===== src/rtl/i2s_link_sequencer.sv =====
// Frame-level sequencer for the mono I2S link: lrclk/slot generation, bring-up FSM and DSP handshakes.
// Optional: define I2S_SEQ_HOLD_ON_UNDERRUN_EN to hold tx_sample on underrun instead of zeroing it.
module i2s_link_sequencer #(
    parameter int WORD_WIDTH     = 24,
    parameter int STARTUP_FRAMES = 4096
) (
    input  logic                  bclk,
    input  logic                  rst_n,
    input  logic                  enable,
    output logic                  lrclk,
    output logic [5:0]            slot_cnt,
    output logic [1:0]            state,
    input  logic [WORD_WIDTH-1:0] rx_sample,
    input  logic                  rx_valid,
    output logic [WORD_WIDTH-1:0] dsp_in_data,
    output logic                  dsp_in_valid,
    input  logic                  dsp_in_ready,
    input  logic [WORD_WIDTH-1:0] dsp_out_data,
    input  logic                  dsp_out_valid,
    output logic                  dsp_out_ready,
    output logic [WORD_WIDTH-1:0] tx_sample,
    output logic [7:0]            underrun_cnt,
    output logic [7:0]            overrun_cnt
);

    typedef enum logic [1:0] {
        ST_IDLE   = 2'd0,
        ST_WARMUP = 2'd1,
        ST_RUN    = 2'd2
    } state_t;

    localparam logic [15:0] LP_LAST_WARM = 16'(STARTUP_FRAMES - 1);

    state_t                r_state;
    logic [5:0]            r_slot;
    logic [15:0]           r_warm;
    logic [WORD_WIDTH-1:0] r_in_data;
    logic                  r_in_valid;
    logic                  r_out_ready;
    logic [WORD_WIDTH-1:0] r_pending;
    logic                  r_fresh;
    logic [WORD_WIDTH-1:0] r_tx;
    logic [7:0]            r_under;
    logic [7:0]            r_over;

    logic w_boundary;
    logic w_in_accept;
    logic w_out_accept;

    assign w_boundary   = (r_slot == 6'd63) && (r_state != ST_IDLE);
    assign w_in_accept  = r_in_valid && dsp_in_ready;
    assign w_out_accept = dsp_out_valid && r_out_ready;

    // NOTE: every register here, including the data-path words, is reset so all outputs read 0 during reset.
    always_ff @(posedge bclk or negedge rst_n) begin
        if (!rst_n) begin
            r_state     <= ST_IDLE;
            r_slot      <= '0;
            r_warm      <= '0;
            r_in_data   <= '0;
            r_in_valid  <= 1'b0;
            r_out_ready <= 1'b0;
            r_pending   <= '0;
            r_fresh     <= 1'b0;
            r_tx        <= '0;
            r_under     <= '0;
            r_over      <= '0;
        end else begin
            case (r_state)
                ST_IDLE: begin
                    r_slot     <= '0;
                    r_warm     <= '0;
                    r_fresh    <= 1'b0;
                    r_under    <= '0;
                    r_over     <= '0;
                    r_in_valid <= 1'b0;
                    r_tx       <= '0;
                    if (enable) begin
                        if (STARTUP_FRAMES == 0) begin
                            r_state     <= ST_RUN;
                            r_out_ready <= 1'b1;
                        end else begin
                            r_state <= ST_WARMUP;
                        end
                    end
                end

                ST_WARMUP: begin
                    r_slot <= r_slot + 6'd1;
                    if (w_boundary) begin
                        if (!enable) begin
                            r_state <= ST_IDLE;
                        end else if (r_warm == LP_LAST_WARM) begin
                            r_state     <= ST_RUN;
                            r_out_ready <= 1'b1;
                        end else begin
                            r_warm <= r_warm + 16'd1;
                        end
                    end
                end

                ST_RUN: begin
                    r_slot <= r_slot + 6'd1;

                    // A strobe with acceptance on the same cycle is a clean hand-over, not an overrun.
                    if (rx_valid) begin
                        r_in_data  <= rx_sample;
                        r_in_valid <= 1'b1;
                        if (r_in_valid && !dsp_in_ready && r_over != 8'hFF)
                            r_over <= r_over + 8'd1;
                    end else if (w_in_accept) begin
                        r_in_valid <= 1'b0;
                    end

                    if (w_out_accept)
                        r_pending <= dsp_out_data;

                    // Later assignments win, so an exit also drops any word loaded this cycle.
                    if (w_boundary && !enable) begin
                        r_state     <= ST_IDLE;
                        r_out_ready <= 1'b0;
                        r_in_valid  <= 1'b0;
                        r_tx        <= '0;
                    end else if (w_boundary) begin
                        if (r_fresh) begin
                            r_tx <= r_pending;
                        end else begin
                            if (r_under != 8'hFF)
                                r_under <= r_under + 8'd1;
`ifdef I2S_SEQ_HOLD_ON_UNDERRUN_EN
                            r_tx <= r_tx;
`else
                            r_tx <= '0;
`endif
                        end
                        r_fresh <= w_out_accept;
                    end else if (w_out_accept) begin
                        r_fresh <= 1'b1;
                    end
                end

                default: begin
                    r_state     <= ST_IDLE;
                    r_out_ready <= 1'b0;
                end
            endcase
        end
    end

    assign lrclk         = r_slot[5];
    assign slot_cnt      = r_slot;
    assign state         = r_state;
    assign dsp_in_data   = r_in_data;
    assign dsp_in_valid  = r_in_valid;
    assign dsp_out_ready = r_out_ready;
    assign tx_sample     = r_tx;
    assign underrun_cnt  = r_under;
    assign overrun_cnt   = r_over;

endmodule


===== config.mk =====
export PLATFORM = sky130hd
export DESIGN_NAME = i2s_link_sequencer
export DESIGN_NICKNAME = d
export VERILOG_FILES = /design/src/rtl/i2s_link_sequencer.sv
export SDC_FILE = /design/constraint.sdc
export NUM_CORES = 1
export LEC_CHECK = 0
export ABC_AREA = 0
export CORE_ASPECT_RATIO = 0.9
export CORE_MARGIN = 2
export CORE_UTILIZATION = 53
export DETAILED_ROUTE_END_ITERATION = 16
export PLACE_DENSITY = 0.86
export REMOVE_ABC_BUFFERS = 1
export SYNTH_ARGS = -nofsm -noshare
export SYNTH_HDL_FRONTEND = slang
export SYNTH_SLANG_ARGS = --single-unit

===== constraint.sdc =====
create_clock -name bclk -period 5.5 [get_ports bclk]
set_input_delay 1.1 -clock bclk [delete_from_list [all_inputs] [get_ports bclk]]
set_output_delay 1.1 -clock bclk [all_outputs]
set_load 0.05 [all_outputs]

Word level (Yosys, flattened, before mapping)
Index checks and enable logic that the tools add are counted.
{"block": "word_totals", "input_bits": 54, "elab_cells": 98, "output_inout_bits": 75, "reg_bits": 115}
{"block": "op_classes", "bitwise_logic": 1, "reduce_logical": 24, "muxes": 36, "add_sub_neg": 4, "eq_ne": 22}
{"cell": "$mux W24", "n": 3}
{"cell": "$mux W16", "n": 3}
{"cell": "$mux W8", "n": 6}
{"cell": "$pmux W24 S2", "n": 1}
{"cell": "$pmux W16 S2", "n": 1}
{"cell": "$pmux W8 S2", "n": 2}
{"cell": "$ne A2 B2 Y1 const B", "n": 12}
{"cell": "$add A16 B1 Y16 const B", "n": 1}
{"cell": "$add A8 B1 Y8 const B", "n": 2}
{"cell": "$eq A16 B12 Y1 const B", "n": 1}
{"cell": "$ne A8 B8 Y1 const B", "n": 2}
{"cell": "$pmux W6 S2", "n": 1}
{"cell": "$mux W1", "n": 10}
{"cell": "$mux W2", "n": 5}
{"cell": "$reduce_and A5 Y1", "n": 2}
{"cell": "$ne A3 B3 Y1 const B", "n": 3}
{"cell": "$reduce_and A2 Y1", "n": 4}
{"cell": "$reduce_and A4 Y1", "n": 2}
{"cell": "$reduce_bool A2 Y1", "n": 4}
{"cell": "$add A6 B1 Y6 const B", "n": 1}
{"cell": "$eq A6 B6 Y1 const B", "n": 1}
{"cell": "$logic_and A1 B1 Y1", "n": 6}
{"cell": "$pmux W2 S3", "n": 1}
{"cell": "$reduce_and A3 Y1", "n": 2}
{"cell": "other kinds (9)", "n": 11}

Depth between registers and ports, before layout
Gate-level depths: netlist (run 1).
{"block": "depth", "word_depth": 6, "depth_mapped": 8, "depth_no_buf": 6}

Least setup slack after synthesis (run 1)
Ideal clock, no wire load.
{"block": "synth_timing", "path_type": "input to register", "from": "input enable", "to": "register r_warm[10]", "required_time_ns": 5.418, "n_path_buf": 2, "arrival_ns": 2.304, "path_stages": 6, "setup_time_ns": 0.082, "path_slack_ns": 3.114, "path_cell_list": "clkbuf_2 nand4_1 or2_1 buf_6 o41a_1 a31oi_1"}
{"block": "synth_via", "elab_chain_len": 2}
{"element": "start, declared", "line_no": "9", "rtl": "input logic enable,"}
{"element": "$ne A2 B2 Y1 (no line)"}
{"element": "$reduce_and A4 Y1 (no line)"}
{"element": "end signal, assigned", "line_no": "97", "rtl": "r_warm <= r_warm + 16'd1;"}
{"element": "end, declared", "line_no": "36", "rtl": "logic [15:0] r_warm;"}
No other way between the ends.
A chain may end at the register's enable or synchronous reset.

Final worst setup path (run 1)
{"block": "layout_timing", "from": "input enable", "to": "register r_warm[13]"}
Same word-level chain as after synthesis.

==> impl_metrics.env, run 1 <==
export IMPL_status="finished, final reports clean"
export IMPL_ant_nets=0
export IMPL_setup_tns_final_ns=0
export IMPL_cts_buffer_depth=2
export IMPL_path_class="primary input to register"
export IMPL_syn_area_per_cell_um2=11.9
export IMPL_die_w_um=109
export IMPL_grt_max_degree=72
export IMPL_drt_initial_drc_count=282
export IMPL_synthArstFlopShare_pct=100
export IMPL_netlist_area_mm2=0.00529
export IMPL_wl_per_cell_um=19.5
export IMPL_period_minus_slack_ns=3.21
export IMPL_cp_cell_sequence="clkdlybuf4s50_1 > nand4_1 > nor2_1 > a21oi_1 > a221o_1"
export IMPL_switchingPower_uw=650
export IMPL_rows=34
export IMPL_post_cts_resized=0
export IMPL_relSlewSlack_pct=22.7
export IMPL_rsz0062_at_grt="no"
export IMPL_grt_pass1_wl_um=23000
export IMPL_synth_area_leaders="dfrtp_1 (54%), mux2_2 (11%), a22o_1 (5.0%)"
export IMPL_skew_ns=0.00654
export IMPL_initial_core_util_pct=54.6
export IMPL_drtPass1Iterations=6
export IMPL_yosys_warnings=0
export IMPL_clock_sinks=115
export IMPL_synth_seq_area_share_pct=54.4
export IMPL_area_growth_pct=36.4
export IMPL_clock_latency_ns=0.51
export IMPL_pwr_share_clk_pct=47.0
export IMPL_start_kind="primary input"
export IMPL_drt_vias_per_instance=5.93
export IMPL_leakage_uw=0.00330
export IMPL_gr_total_overflow=0
export IMPL_maxCapViolCount=0
export IMPL_die_h_um=98.8
export IMPL_cpMaxStageDelayCell="nor2_1"
export IMPL_placed_area_mm2=0.00663
export IMPL_drc_errors=0
export IMPL_cellInternalPower_uw=1690
export IMPL_ctsHoldBuffers=0
export IMPL_gp_congestion=0.931
export IMPL_cts_clk_slew_worst_paths_ns=0.06
export IMPL_cts_made_buffers=17
export IMPL_synth_largest_area_cell="dfrtp_1"
export IMPL_comb_power_share_pct=15.5
export IMPL_num_io_pins=129
export IMPL_worst_setup_path_end_kind="register"
export IMPL_ys_types=57
export IMPL_synthCells=445
export IMPL_synth_ff_latch_count=115
export IMPL_cpPeakStageDelay_ns=0.90
export IMPL_num_nets_final=636
export IMPL_setup_viol=0
export IMPL_core_mm2=0.00970
export IMPL_arrival_ns=3.60
export IMPL_dp_hpwl_um=9000
export IMPL_layout_drive_gt1_share_pct=16.9
export IMPL_antennaDiodeCount=0
export IMPL_drv_slew=0
export IMPL_fin_area_mm2=0.00722
export IMPL_p_total_uw=2330
export IMPL_power_density_mw_per_mm2=323
export IMPL_die_area_mm2=0.0108
export IMPL_postCtsSetupRepairBufs=0
export IMPL_hold_class="register to register"
export IMPL_p_sw_share_pct=27.8
export IMPL_pre_cts_ws_ns=1.87
export IMPL_io_buffer_count=128
export IMPL_root_buffer="clkbuf_8"
export IMPL_p_seq_share_pct=37.5
export IMPL_worstMarginPinSlew_ns=1.16
export IMPL_synth_top_area_share_pct=54.4
export IMPL_cts_tree="yes"
export IMPL_crit_required_ns=5.89
export IMPL_fin_ws_ns=2.29
export IMPL_synthFlopType="dfrtp_1"
export IMPL_vias=4225
export IMPL_grt_antenna_before_repair=0
export IMPL_cts_max_level=4
export IMPL_cp_max_fo=16
export IMPL_finalWirelength_um=13900
export IMPL_clock_fmax_mhz=312
export IMPL_grt_pass1_vias=4427
export IMPL_whs_ns=0.491
export IMPL_vdd_ir_drop_max_uv=280
export IMPL_synth_edf_count=0
export IMPL_period_share_pct=58.4
export IMPL_track_usage_pct=27.6
export IMPL_hold_violations=0
[cell usage in the layout, fill, tap and decap left out, types with 3 or more instances in the layout]
master	instances
a211o_1	6
a21oi_1	4
a22o_1	30
a31oi_1	16
and3_1	7
and4_1	4
buf_4	5
bufinv_16	3
clkbuf_16	16
clkdlybuf4s50_1	127
clkinvlp_4	4
dfrtp_1	115
ha_1	8
inv_1	9
mux2_2	50
mux2i_1	5
nand2_1	33
nand3_1	21
nand3b_1	4
nand4_1	8
nor2_1	14
nor2b_1	5
nor3_1	5
nor4_1	4
o21ai_0	24
o31a_1	3
o31ai_1	6
[sequential cells by signal, summed over array words and instances (netlist names)]
| signal | cells |
|---|---|
| dsp_in_valid | 1 |
| r_fresh | 1 |
| dsp_in_data | 24 |
| underrun_cnt | 8 |
| r_warm | 16 |
| slot_cnt | 6 |
| tx_sample | 24 |
| r_pending | 24 |
| dsp_out_ready | 1 |
| state | 2 |
| overrun_cnt | 8 |
[synthesized netlist by cell type (3+ instances only)]
library cell	count
a211o_1	6
inv_1	9
a22o_1	30
dfrtp_1	115
nor4_1	4
buf_6	5
clkbuf_1	9
ha_1	8
and4_1	4
and3_1	7
mux2i_1	5
nand3_1	21
buf_2	5
nor3_1	5
a31oi_1	16
o31a_1	3
nand3b_1	4
nand2_1	33
mux2_2	50
nor2_1	14
o21ai_0	24
nor2b_1	5
o31ai_1	6
a21oi_1	5
nand4_1	8
[worst paths after layout]
kind | startpoint | to | slack, ns | cells past startpoint
worst min register to register | r_pending[8]$_DFFE_PN0P_ | tx_sample[8]$_DFFE_PN0P_ | 0.49 | 1
max in group asynchronous | rst_n | tx_sample[7]$_DFFE_PN0P_ | 3.65 | 2
worst max-delay path | enable | r_warm[13]$_DFFE_PN0P_ | 2.29 | 5
worst min-delay path | r_pending[8]$_DFFE_PN0P_ | tx_sample[8]$_DFFE_PN0P_ | 0.49 | 1
worst max register to register | state[1]$_DFFE_PN0P_ | r_warm[13]$_DFFE_PN0P_ | 2.42 | 6
min in group asynchronous | rst_n | overrun_cnt[4]$_DFFE_PN0P_ | 0.72 | 1
[critical path: cells and delay by family]
kind | cells | cell delay (ns)
simple gates | 2 | 1.10
buf+inv | 1 | 0.65
compound gates | 2 | 0.75
[metrics by stage]
step / std cells / utilization [%]
floorplan: 423 / -
global placement: 681 / 68.4
detailed placement: 681 / 68.4
CTS: 712 / 74.4
global route: 712 / 74.4
finish: 712 / 74.4
[area by class of cell]
cell class	count	area, um^2
Sequential cell	115	2880
Timing Repair Buffer	132	1310
Inverter	9	33.8
Fill cell	651	2480
Clock buffer	19	432
Tap cell	126	158
Multi-Input combinational cell	299	2250
Clock inverter	12	156
[logic make-up after synthesis]
kind of cell / count (synthesis) / synth area share, %
simple gates: 124 / 12.7
flops: 115 / 54.4
compound gates: 111 / 16.1
mux: 55 / 11.6
buf+inv: 31 / 3.12
fa+ha+maj: 8 / 1.89
xor+xnor: 1 / 0.166
[per-layer routing]
layer | global-route usage [%] | part of all wire, % | vias up | routed length (um)
met1 | 36.1 | 41 | 2084 | 5640
met5 | 0 | 0 | - | 0
met2 | 43.4 | 49 | 168 | 6850
met3 | 10.5 | 9.1 | 17 | 1260
met4 | 7.40 | 1.1 | 0 | 148
li1 | - | - | 1956 | -
[power by group through the flow]
stage	clock (uW)	sequential, uW	combinational (uW)
3_3_place_gp	0	890	349
4_1_cts	1110	875	363
6_report	1100	875	363
5_1_grt	1150	877	393
3_5_place_dp	0	890	359
2_1_floorplan	0	929	174
(Power assumes the default switching activity.)
==> inputs of run 2 (changes only) <==
--- a/config.mk
+++ b/config.mk
@@ -8,9 +8,9 @@
 export ABC_AREA = 0
 export CORE_ASPECT_RATIO = 0.9
 export CORE_MARGIN = 2
-export CORE_UTILIZATION = 53
+export CORE_UTILIZATION = 45
 export DETAILED_ROUTE_END_ITERATION = 16
-export PLACE_DENSITY = 0.86
+export PLACE_DENSITY = 0.78
 export REMOVE_ABC_BUFFERS = 1
 export SYNTH_ARGS = -nofsm -noshare
 export SYNTH_HDL_FRONTEND = slang
==> constraint.sdc (replaced) <==
create_clock -name bclk -period 2.85 [get_ports bclk]
set_input_delay 0.57 -clock bclk [delete_from_list [all_inputs] [get_ports bclk]]
set_output_delay 0.57 -clock bclk [all_outputs]
set_load 0.05 [all_outputs]
==> run 2 against run 1 <==
Net effect: critical path depth rose by 2; cell count rose by 5.6%; via count fell by 0.71%; first-iteration DRC count rose by 36%; routed wire length fell by 11%; die area rose by 17%; highest routed layer unchanged.
==> impl_metrics.env, run 2 (synthesized netlist as in run 1, its figures left out) <==
export IMPL_status="finished, final reports clean"
export IMPL_rsz0062_at_grt="no"
export IMPL_grt_max_degree=75
export IMPL_core_mm2=0.0114
export IMPL_dp_hpwl_um=8410
export IMPL_grt_pass1_wl_um=20600
export IMPL_post_cts_resized=0
export IMPL_drc_errors=0
export IMPL_drt_initial_drc_count=384
export IMPL_crit_required_ns=3.14
export IMPL_ant_nets=0
export IMPL_gr_total_overflow=0
export IMPL_worst_path_buf_inv=2
export IMPL_initial_core_util_pct=46.3
export IMPL_path_class="register to register"
export IMPL_placed_area_mm2=0.00675
export IMPL_postCtsSetupRepairBufs=0
export IMPL_die_w_um=118
export IMPL_track_usage_pct=20.3
export IMPL_drt_vias_per_instance=5.58
export IMPL_period_share_pct=85.0
export IMPL_power_density_mw_per_mm2=605
export IMPL_cts_tree="yes"
export IMPL_r2r_cells=7
export IMPL_num_io_pins=129
export IMPL_clock_fmax_mhz=413
export IMPL_cp_max_fo=10
export IMPL_vias=4195
export IMPL_fin_util_pct=64.1
export IMPL_period_minus_slack_ns=2.42
export IMPL_crit_start="state[1]$_DFFE_PN0P_"
export IMPL_hold_class="register to register"
export IMPL_rows=37
export IMPL_final_cell_mix="clkdlybuf4s50_1 (127), dfrtp_1 (115), mux2_2 (50)"
export IMPL_die_area_mm2=0.0126
export IMPL_die_h_um=107
export IMPL_io_buffer_count=128
export IMPL_cts_buffer_depth=2
export IMPL_cts_max_level=4
export IMPL_cpPeakStageDelay_ns=0.43
export IMPL_cp_cell_sequence="inv_1 > ha_1 > buf_4 > or2b_2 > o31a_1 > or2_1 > o311ai_4"
export IMPL_setup_tns_final_ns=0
export IMPL_critical_path_top_delay_family="simple AND/OR/NAND/NOR gates"
export IMPL_relSlewSlack_pct=24.6
export IMPL_cts_clk_slew_worst_paths_ns=0.05
export IMPL_skew_ns=0.0130
export IMPL_layout_drive_gt1_share_pct=18.0
export IMPL_drtPass1Iterations=7
export IMPL_clock_latency_ns=0.40
export IMPL_vdd_ir_drop_max_uv=376
export IMPL_fin_area_mm2=0.00733
export IMPL_gp_congestion=0.903
export IMPL_num_nets_final=646
export IMPL_setup_viol=0
export IMPL_cpMaxStageDelayCell="dfrtp_1"
export IMPL_finalWirelength_um=12400
export IMPL_crit_path_end="underrun_cnt[4]$_DFFE_PN0P_"
export IMPL_root_buffer="clkbuf_16"
export IMPL_final_common_cell="clkdlybuf4s50_1"
export IMPL_arrival_ns=2.71
export IMPL_crit_cells=7
export IMPL_worstMarginPinSlew_ns=1.13
export IMPL_wl_per_cell_um=16.5
export IMPL_fin_cells=752
export IMPL_antennaDiodeCount=0
export IMPL_regToRegSetupSlack_ns=0.43
export IMPL_grt_pass1_vias=4147
export IMPL_worst_setup_path_end_kind="register"
export IMPL_dp_cells=720
export IMPL_hold_start="r_pending[10]$_DFFE_PN0P_"
export IMPL_clock_sinks=115
export IMPL_reg2reg_from="state[1]$_DFFE_PN0P_"
export IMPL_nFillCells=870
export IMPL_maxCapViolCount=0
export IMPL_grt_antenna_before_repair=0
export IMPL_area_growth_pct=38.5
export IMPL_hold_violations=0
export IMPL_drv_slew=0
export IMPL_cts_made_buffers=17
export IMPL_reg2reg_to="underrun_cnt[4]$_DFFE_PN0P_"
export IMPL_leakage_uw=0.00335
export IMPL_start_kind="register"
==> run 2: per-layer routing <==
| layer | global-route usage (%) | routed length [um] | vias to the layer above |
|---|---|---|---|
| li1 | - | - | 1963 |
| met1 | 26.1 | 5270 | 2077 |
| met2 | 34.0 | 6310 | 144 |
| met3 | 4.95 | 663 | 11 |
| met4 | 6.20 | 123 | 0 |
| met5 | 0 | 0 | - |
==> run 2: final cells by class <==
cell class	count	area (um^2)	share of cell area, %
Sequential cell	115	2880	39.3
Multi-Input combinational cell	299	2250	30.8
Clock buffer	22	464	6.33
Clock inverter	9	106	1.45
Inverter	9	33.8	0.461
Tap cell	156	195	2.66
Timing Repair Buffer	142	1400	19.1
==> run 2: report_power, final <==
part           switching [uW]  total [uW]  leakage, uW  internal [uW]
combinational             460         720      0.00147            260
sequential               28.4        1690      0.00160           1660
clock                     703        2030     0.000272           1320
==> run 2: timing repair <==
item / CTS / global route
hold endpoints to repair: 4 / 0
setup endpoints to repair: 0 / 0
hold buffers: 1 / 0
==> run 2: worst min path at each step <==
| stage | cells after the start | end |
|---|---|---|
| finish | 1 | tx_sample[10]$_DFFE_PN0P_ |
| floorplan | 0 | dsp_in_data[0]$_DFFE_PN0P_ |
| CTS | 1 | tx_sample[5]$_DFFE_PN0P_ |
| global placement | 1 | underrun_cnt[5]$_DFFE_PN0P_ |
| global route | 1 | tx_sample[17]$_DFFE_PN0P_ |
| detailed placement | 1 | underrun_cnt[7]$_DFFE_PN0P_ |
==> run 2: per-stage QoR <==
step / setup slack (ns) / hold WS (ns) / power (uW)
final: 0.426 / 0.478 / 4430
after global routing: 0.288 / 0.494 / 4630
after CTS: 0.456 / 0.484 / 4470
after detailed placement: 0.315 / 0.387 / 2430
after global placement: 0.382 / 0.383 / 2410
after floorplan: 0.0525 / 0.274 / 2130
==> inputs of run 3 (changes only) <==
==> constraint.sdc (replaced) <==
create_clock -name bclk -period 2.85 [get_ports bclk]
set_input_delay 0.285 -clock bclk [delete_from_list [all_inputs] [get_ports bclk]]
set_output_delay 0.285 -clock bclk [all_outputs]
set_load 0.05 [all_outputs]
==> run 3 against run 2 <==
Net effect: sequential share of layout area is 0.18 points higher; via count increased by 0.79%; non-clock buffer count decreased by 4; worst hold slack got worse by 0.053 ns; flip-flop and latch count stayed put; routed wire length up 1.9%; cell count is 0.40% lower; critical endpoint is now tx_sample[9]$_DFFE_PN0P_; highest routed layer unchanged.
==> impl_metrics.env, run 3 (synthesized netlist as in run 1, its figures left out) <==
export IMPL_drt_initial_drc_count=428
export IMPL_status="finished, final reports clean"
export IMPL_gp_congestion=0.849
export IMPL_grt_pass1_wl_um=20900
export IMPL_placed_area_mm2=0.00672
export IMPL_die_h_um=107
export IMPL_arrival_ns=2.77
export IMPL_cts_max_level=4
export IMPL_path_class="register to register"
export IMPL_ff_latch_area_mm2=0.00288
export IMPL_grt_antenna_before_repair=0
export IMPL_antennaDiodeCount=0
export IMPL_cpPeakStageDelay_ns=0.84
export IMPL_num_nets_final=642
export IMPL_cts_clk_slew_worst_paths_ns=0.06
export IMPL_comb_power_share_pct=16.0
export IMPL_p_seq_share_pct=38.0
export IMPL_dp_hpwl_um=8520
export IMPL_die_area_mm2=0.0126
export IMPL_period_share_pct=85.4
export IMPL_relSlewSlack_pct=23.0
export IMPL_ctsHoldBuffers=1
export IMPL_period_minus_slack_ns=2.43
export IMPL_vias=4228
export IMPL_cp_max_fo=24
export IMPL_leakage_uw=0.00333
export IMPL_post_cts_resized=0
export IMPL_ant_nets=0
export IMPL_maxCapViolCount=0
export IMPL_wl_per_cell_um=16.8
export IMPL_fin_area_mm2=0.00730
export IMPL_num_io_pins=129
export IMPL_final_cell_mix="clkdlybuf4s50_1 (127), dfrtp_1 (115), mux2_2 (50)"
export IMPL_rows=37
export IMPL_gr_total_overflow=0
export IMPL_power_density_mw_per_mm2=607
export IMPL_setup_tns_final_ns=0
export IMPL_area_growth_pct=37.9
export IMPL_skew_ns=0.00774
export IMPL_core_mm2=0.0114
export IMPL_clock_fmax_mhz=411
export IMPL_worst_path_buf_inv=1
export IMPL_nFillCells=905
export IMPL_cts_tree="yes"
export IMPL_pwr_share_clk_pct=45.9
export IMPL_hold_class="primary input to async pin"
export IMPL_cpMaxStageDelayCell="a21oi_2"
export IMPL_io_buffer_count=128
export IMPL_layout_drive_gt1_share_pct=17.7
export IMPL_setup_viol=0
export IMPL_worst_setup_path_end_kind="register"
export IMPL_drv_slew=0
export IMPL_track_usage_pct=20.7
export IMPL_clock_latency_ns=0.40
export IMPL_cp_cell_sequence="inv_1 > ha_1 > nand3b_2 > nor2_1 > a21oi_2 > a22o_1"
export IMPL_p_sw_share_pct=28.0
export IMPL_cts_buffer_depth=2
export IMPL_switchingPower_uw=1240
export IMPL_finalWirelength_um=12600
export IMPL_postCtsSetupRepairBufs=0
export IMPL_critical_path_top_delay_family="compound AO/OA/AOI/OAI gates"
export IMPL_vdd_ir_drop_max_uv=468
export IMPL_cts_made_buffers=17
export IMPL_die_w_um=118
export IMPL_grt_max_degree=75
export IMPL_drc_errors=0
export IMPL_drt_vias_per_instance=5.64
export IMPL_hold_violations=0
export IMPL_cellInternalPower_uw=3190
export IMPL_crit_required_ns=3.19
export IMPL_drtPass1Iterations=5
export IMPL_whs_ns=0.425
export IMPL_start_kind="register"
export IMPL_rsz0062_at_grt="no"
export IMPL_initial_core_util_pct=46.3
export IMPL_multi_input_area_mm2=0.00225
export IMPL_root_buffer="clkbuf_16"
export IMPL_worstMarginPinSlew_ns=1.16
export IMPL_clock_sinks=115
export IMPL_grt_pass1_vias=4169
export IMPL_final_common_cell="clkdlybuf4s50_1"
[run 3: cell type report]
type	instances	area share [%]
clock buffers	19	5.93
clock inverters	13	1.83
inverters	9	0.463
multi-input cells	299	30.9
flip-flops and latches	115	39.4
well taps	156	2.67
repair buffers	138	18.8
[run 3: final timing paths]
kind | start | endpoint | slack, ns | depth (start not counted)
worst max-delay path | state[1]$_DFFE_PN0P_ | tx_sample[9]$_DFFE_PN0P_ | 0.42 | 6
worst min-delay path | rst_n | underrun_cnt[5]$_DFFE_PN0P_ | 0.42 | 2
worst max register to register | state[1]$_DFFE_PN0P_ | tx_sample[9]$_DFFE_PN0P_ | 0.42 | 6
worst min register to register | r_pending[0]$_DFFE_PN0P_ | tx_sample[0]$_DFFE_PN0P_ | 0.48 | 1
max in group asynchronous | rst_n | tx_sample[15]$_DFFE_PN0P_ | 1.65 | 3
min in group bclk | r_pending[0]$_DFFE_PN0P_ | tx_sample[0]$_DFFE_PN0P_ | 0.48 | 1
[run 3: power groups by stage]
stage               clock [uW]  combinational [uW]  sequential (uW)
floorplan                    0                 336             1790
global placement             0                 694             1710
detailed placement           0                 709             1720
CTS                       2070                 715             1690
global route              2140                 780             1690
finish                    2040                 710             1690
[run 3: through the flow]
stage | worst slack, ns | total power [uW] | instances | utilization (%)
after floorplan | 0.0525 | 2130 | 423 | -
after global placement | 0.487 | 2410 | 716 | 58.8
after detailed placement | 0.404 | 2420 | 716 | 58.8
after CTS | 0.380 | 4470 | 749 | 63.8
after global routing | 0.205 | 4610 | 749 | 63.8
final | 0.417 | 4430 | 749 | 63.8
[run 3: worst reg2reg max path, delay by kind of cell (launching register included)]
family,cells,cell delay (ns)
and+or+nand+nor,2,0.32
adders and majority gates,1,0.37
buffers and inverters,1,0.11
AOI/OAI and AO/OA,2,1.15
DFF,1,0.43
[run 3: routing by layer]
layer  vias up  GRT usage, %  wire, um
met5         -             0         0
met4         0          7.92       187
li1       1963             -         -
met2       151          33.5      6160
met3        16          5.53       715
met1      2098          26.7      5540
